**config.mk**
```make
export PLATFORM = sky130hd
export DESIGN_NAME = logic_lab_unit
export DESIGN_NICKNAME = d
export VERILOG_FILES = /design/src/rtl/logic_lab_unit.sv
export SDC_FILE = /design/constraint.sdc
export NUM_CORES = 1
export LEC_CHECK = 0
export ABC_CLOCK_PERIOD_IN_PS = 3700
export CAP_MARGIN = 0
export CORE_UTILIZATION = 40
export DETAILED_ROUTE_END_ITERATION = 8
export PLACE_DENSITY = 0.68
export SKIP_CTS_REPAIR_TIMING = 1
export SLEW_MARGIN = 20
export SYNTH_ARGS = -nofsm -noshare
export SYNTH_HDL_FRONTEND = slang
export SYNTH_SLANG_ARGS = --single-unit
```
**constraint.sdc**
```tcl
create_clock -name clk -period 3.7 [get_ports clk]
set_input_delay 0.925 -clock clk [delete_from_list [all_inputs] [get_ports clk]]
set_output_delay 0.925 -clock clk [all_outputs]
set_load 0.03 [all_outputs]
```
**src/rtl/logic_lab_unit.sv**
```systemverilog
// Switch-to-LED logic lab: eight selectable bitwise ops on synchronised switches,
// with debounced mode/load buttons and an accumulator fed back as a third operand.

module logic_lab_debounce #(
  parameter int DEBOUNCE_CYCLES = 16
) (
  input  logic clk,
  input  logic rst,
  input  logic raw,
  output logic pulse
);
  localparam int CW = $clog2(DEBOUNCE_CYCLES);

  logic          sync1;
  logic          sync2;
  logic          level;
  logic          level_q;
  logic [CW-1:0] cnt;

  // The level only flips after DEBOUNCE_CYCLES consecutive disagreeing samples.
  always_ff @(posedge clk) begin
    if (rst) begin
      sync1   <= 1'b0;
      sync2   <= 1'b0;
      level   <= 1'b0;
      level_q <= 1'b0;
      cnt     <= '0;
    end else begin
      sync1   <= raw;
      sync2   <= sync1;
      level_q <= level;
      if (sync2 != level) begin
        if (cnt == CW'(DEBOUNCE_CYCLES - 1)) begin
          level <= ~level;
          cnt   <= '0;
        end else begin
          cnt <= cnt + 1'b1;
        end
      end else begin
        cnt <= '0;
      end
    end
  end

  assign pulse = level & ~level_q;
endmodule

module logic_lab_unit #(
  parameter int WIDTH           = 4,
  parameter int DEBOUNCE_CYCLES = 16
) (
  input  logic             clk,
  input  logic             rst,
  input  logic [WIDTH-1:0] sw_a,
  input  logic [WIDTH-1:0] sw_b,
  input  logic             btn_mode,
  input  logic             btn_load,
  output logic [WIDTH-1:0] led_result,
  output logic [2:0]       led_mode,
  output logic [WIDTH-1:0] led_acc,
  output logic             led_any
);
  logic [WIDTH-1:0] a_s1;
  logic [WIDTH-1:0] a_s2;
  logic [WIDTH-1:0] b_s1;
  logic [WIDTH-1:0] b_s2;
  logic [WIDTH-1:0] result_q;
  logic [WIDTH-1:0] result_c;
  logic [WIDTH-1:0] acc_q;
  logic [2:0]       mode_q;
  logic             any_q;
  logic             mode_p;
  logic             load_p;

  logic_lab_debounce #(.DEBOUNCE_CYCLES(DEBOUNCE_CYCLES)) u_mode_db (
    .clk   (clk),
    .rst   (rst),
    .raw   (btn_mode),
    .pulse (mode_p)
  );

  logic_lab_debounce #(.DEBOUNCE_CYCLES(DEBOUNCE_CYCLES)) u_load_db (
    .clk   (clk),
    .rst   (rst),
    .raw   (btn_load),
    .pulse (load_p)
  );

  always_comb begin
    result_c = '0;
    case (mode_q)
      3'd0:    result_c = ~a_s2;
      3'd1:    result_c = a_s2 | b_s2;
      3'd2:    result_c = a_s2 ^ b_s2;
      3'd3:    result_c = a_s2 & b_s2;
      3'd4:    result_c = ~(a_s2 & b_s2);
      3'd5:    result_c = ~(a_s2 | b_s2);
      3'd6:    result_c = ~(a_s2 ^ b_s2);
      default: result_c = a_s2 | b_s2 | acc_q;
    endcase
  end

  // The accumulator samples the registered result, so a simultaneous mode
  // change cannot leak into the captured value.
  always_ff @(posedge clk) begin
    if (rst) begin
      a_s1     <= '0;
      a_s2     <= '0;
      b_s1     <= '0;
      b_s2     <= '0;
      result_q <= '0;
      any_q    <= 1'b0;
      acc_q    <= '0;
      mode_q   <= '0;
    end else begin
      a_s1     <= sw_a;
      a_s2     <= a_s1;
      b_s1     <= sw_b;
      b_s2     <= b_s1;
      result_q <= result_c;
      any_q    <= |result_c;
      if (load_p) acc_q <= result_q;
      if (mode_p) mode_q <= mode_q + 3'd1;
    end
  end

  assign led_result = result_q;
  assign led_mode   = mode_q;
  assign led_acc    = acc_q;
  assign led_any    = any_q;
endmodule

```
# After elaboration in Yosys (flattened, before gate mapping)
# Cells that the tools add are included.
# W data, S select, Z words.
dict set report word_totals {
  output_inout_bits 12
  wordCells 54
  ff_bits 44
}
dict set report op_classes {
  n_bitwise 16
  mux 1
  reduce_logical 6
  addsub 3
  n_eq_ne 10
}
# op n
set op_table {}
lappend op_table {{$pmux W4 S7} 1}
lappend op_table {{$not A4 Y4} 4}
lappend op_table {{$eq A3 B3 Y1 const B} 3}
lappend op_table {{$add A4 B1 Y4 const B} 2}
lappend op_table {{$eq A4 B4 Y1 const B} 2}
lappend op_table {{$or A4 B4 Y4} 2}
lappend op_table {{$eq A3 B2 Y1 const B} 2}
lappend op_table {{$not A1 Y1} 6}
lappend op_table {{$reduce_or A3 Y1} 2}
lappend op_table {{$and A4 B4 Y4} 1}
lappend op_table {{$reduce_and A2 Y1} 2}
lappend op_table {{$reduce_or A4 Y1} 1}
lappend op_table {{$xor A4 B4 Y4} 1}
lappend op_table {{$add A3 B1 Y3 const B} 1}
lappend op_table {{$eq A3 B1 Y1 const B} 1}
lappend op_table {{$logic_not A3 Y1} 1}
lappend op_table {{$and A1 B1 Y1} 2}
lappend op_table {{$ne A1 B1 Y1} 2}

# Depth between registers and ports, before layout
# Gate-level depths: netlist of run 1.
dict set report logic_depth {
  ltp_word 4
  mapped_depth 8
  depth_no_buf 7
}

# Hierarchy
# From an unflattened synthesis of run 1, not the netlist that was laid out.
dict set report hier_totals {
  hier_cells 179
  hier_area_um2 1881.8
}
# mod area_per_inst_um2 instances cells_per_inst seq_area_each_um2
set by_module_without_submodules {}
lappend by_module_without_submodules {logic_lab_unit 1313.8 1 127 560.5}
lappend by_module_without_submodules {logic_lab_debounce 284.0 2 26 160.2}

# Least setup slack after synthesis of run 1
# No wires, ideal clock.
dict set report synth_timing {
  path_type {reg-to-reg}
  start {register mode_q[0] (netlist: led_mode[0])}
  end {register any_q (netlist: led_any)}
  path_slack_ns 1.829
  stages_incl_launch_ff 8
  setup_ns 0.077
  synth_period_minus_slack_ns 1.871
  arrival_ns 1.794
  path_cell_list {dfxtp_1 inv_1 ha_1 buf_6 nor4_4 a221o_1 o21ai_2 a41oi_2}
}
dict set report synth_between {
  elab_chain_len 3
}
# item line_no
set synth_rtl {}
lappend synth_rtl {{start: declaration} 70} ;# logic [2:0] mode_q;
lappend synth_rtl {{start signal: assignment} 123} ;# if (mode_p) mode_q <= mode_q + 3'd1;
lappend synth_rtl {{$eq A3 B3 Y1, or another cell as far along} 91} ;# case (mode_q)
lappend synth_rtl {{$pmux W4 S7 *} 91}
lappend synth_rtl {{$reduce_or A4 Y1 *} 121} ;# any_q <= |result_c;
lappend synth_rtl {{end signal: assignment} 121}
lappend synth_rtl {{end: declaration} 71} ;# logic any_q;
# Every way passes the cells marked *; elsewhere a longest branch is shown, timed or not.
# A chain may end at the register's enable or synchronous reset.

# Final worst setup path of run 1
dict set report layout_timing {
  start {register mode_q[2] (netlist: led_mode[2])}
  end {output led_mode[2]}
}
# item line_no
set layout_rtl {}
lappend layout_rtl {{end: declaration} 59} ;# output logic [2:0] led_mode,
# No word-level cell between the ends.

==> out/results.ini, run 1 <==
[run_status]
status=complete, no violations

[sta]
rsz0062_at_grt=no
min_period_ns=2.661
final_hold_viol_count=0
slew-limit-headroom=0.6410
finClkSkew_ns=0.006498
finalSetupViolations=0
setup_slack_ns=1.039
final.period_utilization=0.7191
tns_ns=0
fmax_ghz=0.3759
worstMarginPinSlew_ns=0.5377
slew_viol_final=0

[synth]
ys_ff_latch=44
synth_nets=209
syn_area_um2=1852
yosysUniqueCellTypes=28
synth_top_area_cell=dfxtp_1
yosysTopAreaCellShare=0.4757
yosysWarnings=0
ys_seq_area_frac=0.4757
postSynthCellCount=182
syn_avg_cell_area_um2=10.17
synth_area_leaders=dfxtp_1 48%, ha_1 10%, nor2b_1 8.1%

[routing]
vias=1216
antenna_left=0
wl_per_cell_um=10.28
drtIter0Drc=44
drc=0
dr.pass1.iters=3
drt-total-wl_mm=2.672
via_per_inst=4.677

[setup_path]
cp_data_arrival_time_ns=1.74
start_kind=register
crit_slowest_cell=clkdlybuf4s50_1
worst-path-buf-inv=1
crit_start=led_mode[2]
path_max_fanout=14
critPathTopFamily=buffers and inverters
worstSetupPathType=register to output port
crit_chain=clkdlybuf4s50_1
max_stage_delay_ns=0.77
cp_data_required_time_ns=2.77
r2r-start=led_mode[2]
endpoint_kind=output port

[die]
num_rows=24
io_pins=24
fp.dieArea_um2=4906
die_h_um=70.04
initial_core_util=0.4195
die_x_um=70.04
core_area_um2=4414

[cts]
h-tree-depth=2
numCtsBuffers=5
cts.path.max_buffers=2
clk_pin_slew_ns=0.08
cts_tree=yes
clk_latency_ns=0.30
root_buffer=clkbuf_8
cts_sinks=44

[power]
p_clk_frac=0.408
power_frac_seq=0.528
p_leak_nw=0.8880
swShare=0.2066
p_switching_w=0.0001928
p_per_area_nw_per_um2=416.2
p_int_w=0.0007404
ir_drop_mv=0.2401
pwr-share-comb=0.064

[global_route]
grt_pass1_wl_mm=4.795
grt_use_met3=0.05195
gr-max-usage-layer=met2
grt_use_met1=0.1570
grt_antenna_before_repair=0
grt_util_met2=0.1891
overflow=0
grt_pass1_vias=1126
grt_use_total=0.1273
grt_max_degree=15

[final_layout]
fill_cells=423
final-seq-area_um2=880.8
antennaDiodeCount=0
final_cell_area_um2=2242
final_core_util=0.5079
nets=234
area_delta_synth_final_pct=21.08
drive_gt1_frac=0.06731
multiInputGateArea_um2=873.3
instances_no_fill=260

[placed_design]
portBuffers=23
routabilityCongestion=0.7337
placed_area_um2=2121
pre_cts_ws_ns=1.371
dpl.cell_count=252
place_hpwl_mm=1.943

[job]
maxCapViolations=0

[min_path]
hp-start=a_s1[1]
hold_class=register to register

state kept, by name, indices dropped and copies added, names as in the netlist, 3 cells and up:
signal,cells
a_s1,4
a_s2,4
b_s1,4
b_s2,4
led_acc,4
led_result,4
u_load_db.cnt,4
u_mode_db.cnt,4
led_mode,3
layout make-up:
| cell class | count | area share |
|---|---|---|
| sequential | 44 | 0.3929 |
| multi-input combinational | 116 | 0.3895 |
| tap | 52 | 0.02902 |
| inverter | 15 | 0.02511 |
| timing repair buffer | 25 | 0.1094 |
| clock buffer | 6 | 0.03683 |
| clock inverter | 2 | 0.01730 |
cell usage after synthesis, drive strengths merged:
library cell	instances
xnor2	7
nor4	1
nand3b	4
o21ai	4
inv	15
nand2	1
or2b	2
a31oi	3
and3	1
buf	3
nand3	3
mux2i	7
a211oi	1
a21oi	1
clkbuf	4
xor2	3
ha	15
dfxtp	44
nor2b	24
a221o	3
a41oi	1
a221oi	6
nor2	22
or3	1
nand2b	6
layout by cell type (no fill, tap or decap):
cell type and instances:
a211oi_1 1, a21oi_1 1, a221o_1 3, a221oi_1 6, a31oi_1 2, a31oi_2 1, a41oi_2 1, and3_1 1
buf_4 2, bufinv_16 1, clkbuf_8 6, clkdlybuf4s50_1 23, clkinv_4 1, dfxtp_1 44, ha_1 15, inv_1 15
mux2i_1 7, nand2_1 1, nand2b_1 6, nand3_1 3, nand3b_1 4, nor2_1 22, nor2b_1 24, nor4_4 1
o21ai_1 3, o21ai_2 1, or2b_1 2, or3_1 1, xnor2_1 7, xor2_1 3
path summary, 6_finish.rpt:
kind | end | slack [ns] | cells after the start
worst max-delay path | led_mode[2] | 1.04 | 1
worst min-delay path | a_s2[1] | 0.44 | 1
worst max register to register | led_any | 1.68 | 6
worst min register to register | a_s2[1] | 0.44 | 1
layer usage:
| layer | wire [um] | up-vias | share of wire |
|---|---|---|---|
| met1 | 1308 | 537 | 0.49 |
| met5 | 0 | - | 0 |
| li1 | - | 649 | - |
| met2 | 1193 | 25 | 0.45 |
| met3 | 112 | 5 | 0.042 |
| met4 | 59 | 0 | 0.022 |
through the flow:
| step | power (W) | hold slack, ns |
|---|---|---|
| 2_1_floorplan | 0.0005396 | 0.4138 |
| 3_3_place_gp | 0.0005634 | 0.4166 |
| 3_5_place_dp | 0.0005642 | 0.4220 |
| 4_1_cts | 0.0009505 | 0.4422 |
| 5_1_grt | 0.0009804 | 0.4552 |
| 6_report | 0.0009332 | 0.4390 |
power groups by stage:
stage / clock network, W / logic [W] / registers (W)
final: 0.000381 / 0.0000598 / 0.000493
after global placement: 0 / 0.0000597 / 0.000504
after detailed placement: 0 / 0.0000602 / 0.000504
after floorplan: 0 / 0.0000293 / 0.000510
after CTS: 0.000397 / 0.0000604 / 0.000493
after global routing: 0.000419 / 0.0000667 / 0.000495
cells by family after synthesis:
group	after synthesis	synth area share
simple gates	65	0.1986
mux	7	0.03784
compound gates	19	0.08648
fa+ha+maj	15	0.1014
xor+xnor	10	0.04730
buf+inv	22	0.05270
flops	44	0.4757
(Power assumes the default switching activity.)
==> run 2: changes to the inputs <==
--- a/config.mk
+++ b/config.mk
@@ -5,7 +5,7 @@
 export SDC_FILE = /design/constraint.sdc
 export NUM_CORES = 1
 export LEC_CHECK = 0
-export ABC_CLOCK_PERIOD_IN_PS = 3700
+export ABC_CLOCK_PERIOD_IN_PS = 2750
 export CAP_MARGIN = 0
 export CORE_UTILIZATION = 40
 export DETAILED_ROUTE_END_ITERATION = 8
==> constraint.sdc (replaced) <==
create_clock -name clk -period 2.75 [get_ports clk]
set_input_delay 0.6875 -clock clk [delete_from_list [all_inputs] [get_ports clk]]
set_output_delay 0.6875 -clock clk [all_outputs]
set_load 0.03 [all_outputs]
==> out/results.ini, run 2 (synthesis gave the netlist of run 1 again) <==
[run_status]
status=complete, no violations

[sta]
hold_slack_ns=0.4442  ; +0.005153 ns
min_period_ns=2.451
finClkSkew_ns=0.004698  ; -0.001800 ns
worstMarginPinSlew_ns=0.5722  ; +0.03450 ns
tns_ns=0  ; unchanged
rsz0062_at_grt=no
fmax_ghz=0.4080
finalSetupViolations=0  ; unchanged
slew_viol_final=0  ; unchanged
slew-limit-headroom=0.6180  ; -0.02303
final_hold_viol_count=0  ; unchanged
final.period_utilization=0.8912

[routing]
via_per_inst=4.738  ; +1.3%
dr.pass1.iters=4  ; +1
drc=0  ; unchanged
drt-total-wl_mm=2.599  ; -2.7%
antenna_left=0  ; unchanged
drtIter0Drc=47  ; +6.8%
wl_per_cell_um=9.996  ; -2.7%
vias=1232  ; +1.3%

[power]
swShare=0.2372  ; +0.03060
p_per_area_nw_per_um2=524.3  ; +26%
p_switching_w=0.0002756  ; +43%
p_int_w=0.0008862  ; +20%
p_leak_nw=0.8757  ; -1.4%
p_clk_frac=0.360  ; -0.048
pwr-share-comb=0.069  ; +0.005
power_frac_seq=0.571  ; +0.043
ir_drop_mv=0.3467  ; +44%

[min_path]
hp-start=a_s1[3]
holdPathStages=1  ; unchanged
hold_class=register to register
holdPathEnd=a_s2[3]

[final_layout]
nets=234  ; unchanged
mostFrequentLayoutCells=44 x dfxtp_1, 24 x nor2b_1, 23 x clkdlybuf4s50_1
drive_gt1_frac=0.06731  ; unchanged
area_delta_synth_final_pct=19.66
antennaDiodeCount=0  ; unchanged
layout_commonest_cell=dfxtp_1

[setup_path]
r2r_cells=6  ; unchanged
crit_slowest_cell=clkdlybuf4s50_1
start_kind=register
r2r-start=led_mode[2]
worstSetupPathType=register to output port
worst-path-buf-inv=1  ; unchanged
max_stage_delay_ns=0.78  ; about the same
cp_data_arrival_time_ns=1.76  ; +0.02 ns
critPathTopFamily=buffers and inverters
endpoint_kind=output port
reg2reg_to=led_any
crit_chain=clkdlybuf4s50_1
path_max_fanout=14  ; unchanged
cp_data_required_time_ns=2.06  ; -0.71 ns
reg2reg_slack_ns=0.75  ; -0.93 ns

[cts]
h-tree-depth=2  ; unchanged
clk_pin_slew_ns=0.08  ; about the same
clk_latency_ns=0.30  ; about the same
cts.path.max_buffers=2  ; unchanged
root_buffer=clkbuf_8
numCtsBuffers=5  ; unchanged
cts_tree=yes
cts_sinks=44  ; unchanged

[placed_design]
place_hpwl_mm=1.969  ; +1.3%
portBuffers=23  ; unchanged
routabilityCongestion=0.7295  ; -0.57%

[die]
core_area_um2=4414  ; unchanged
fp.dieArea_um2=4906  ; unchanged
initial_core_util=0.4195  ; unchanged
die_h_um=70.04  ; unchanged
die_x_um=70.04  ; unchanged
io_pins=24  ; unchanged
num_rows=24  ; unchanged

[global_route]
grt_pass1_wl_mm=4.850  ; +1.1%
grt_use_total=0.1244  ; -0.002862
grt_antenna_before_repair=0  ; unchanged
grt_pass1_vias=1114  ; -1.1%
overflow=0  ; unchanged
grt_max_degree=25  ; +10

[job]
maxCapViolations=0  ; unchanged

## run 2: cell count changes in the layout (fill, tap and decap cells not counted), sizes merged
cell / previous run / this run
inv: 15 / 17
bufinv: 1 / 0
clkbuf: 6 / 5
## run 2: worst max path at each step
stage,from,cells past startpoint,endpoint
3_3_place_gp,led_mode[2],1,led_mode[2]
5_1_grt,led_mode[2],1,led_mode[2]
2_1_floorplan,led_mode[0],7,led_any
6_report,led_mode[2],1,led_mode[2]
4_1_cts,led_mode[2],1,led_mode[2]
3_5_place_dp,led_mode[2],1,led_mode[2]
## run 2: stage by stage
step                      setup slack (ns)  std cells  instance area [um2]   power, W    util
after CTS                           0.2856        260                 2216   0.001179  0.5020
after floorplan                     0.8789        182                 1852  0.0007260       -
after global placement              0.6486        252                 2121  0.0007580  0.4804
final                               0.2993        260                 2216   0.001162  0.5020
after detailed placement            0.6303        252                 2121  0.0007597  0.4804
after global routing                0.1960        260                 2216   0.001224  0.5020
## run 2: power groups by stage
stage | combinational, W | sequential, W | clock, W
finish | 0.0000807 | 0.000663 | 0.000418
global route | 0.0000902 | 0.000666 | 0.000468
CTS | 0.0000819 | 0.000663 | 0.000434
detailed placement | 0.0000814 | 0.000678 | 0
global placement | 0.0000803 | 0.000678 | 0
floorplan | 0.0000395 | 0.000687 | 0
## run 2: routing by layer
| metal | wire length, um | vias to the layer above | global-route usage |
|---|---|---|---|
| met5 | 0 | - | 0 |
| met4 | 56 | 0 | 0.05111 |
| met2 | 1196 | 26 | 0.2019 |
| met3 | 108 | 8 | 0.04329 |
| met1 | 1238 | 553 | 0.1496 |
| li1 | - | 645 | - |
## run 2: final cells by class
class | count | area, um2
Clock inverter | 3 | 26.28
Sequential cell | 44 | 880.8
Multi-Input combinational cell | 116 | 873.3
Inverter | 15 | 56.30
Tap cell | 52 | 65.06
Clock buffer | 5 | 68.82
Fill cell | 423 | 2198
Timing Repair Buffer | 25 | 245.2
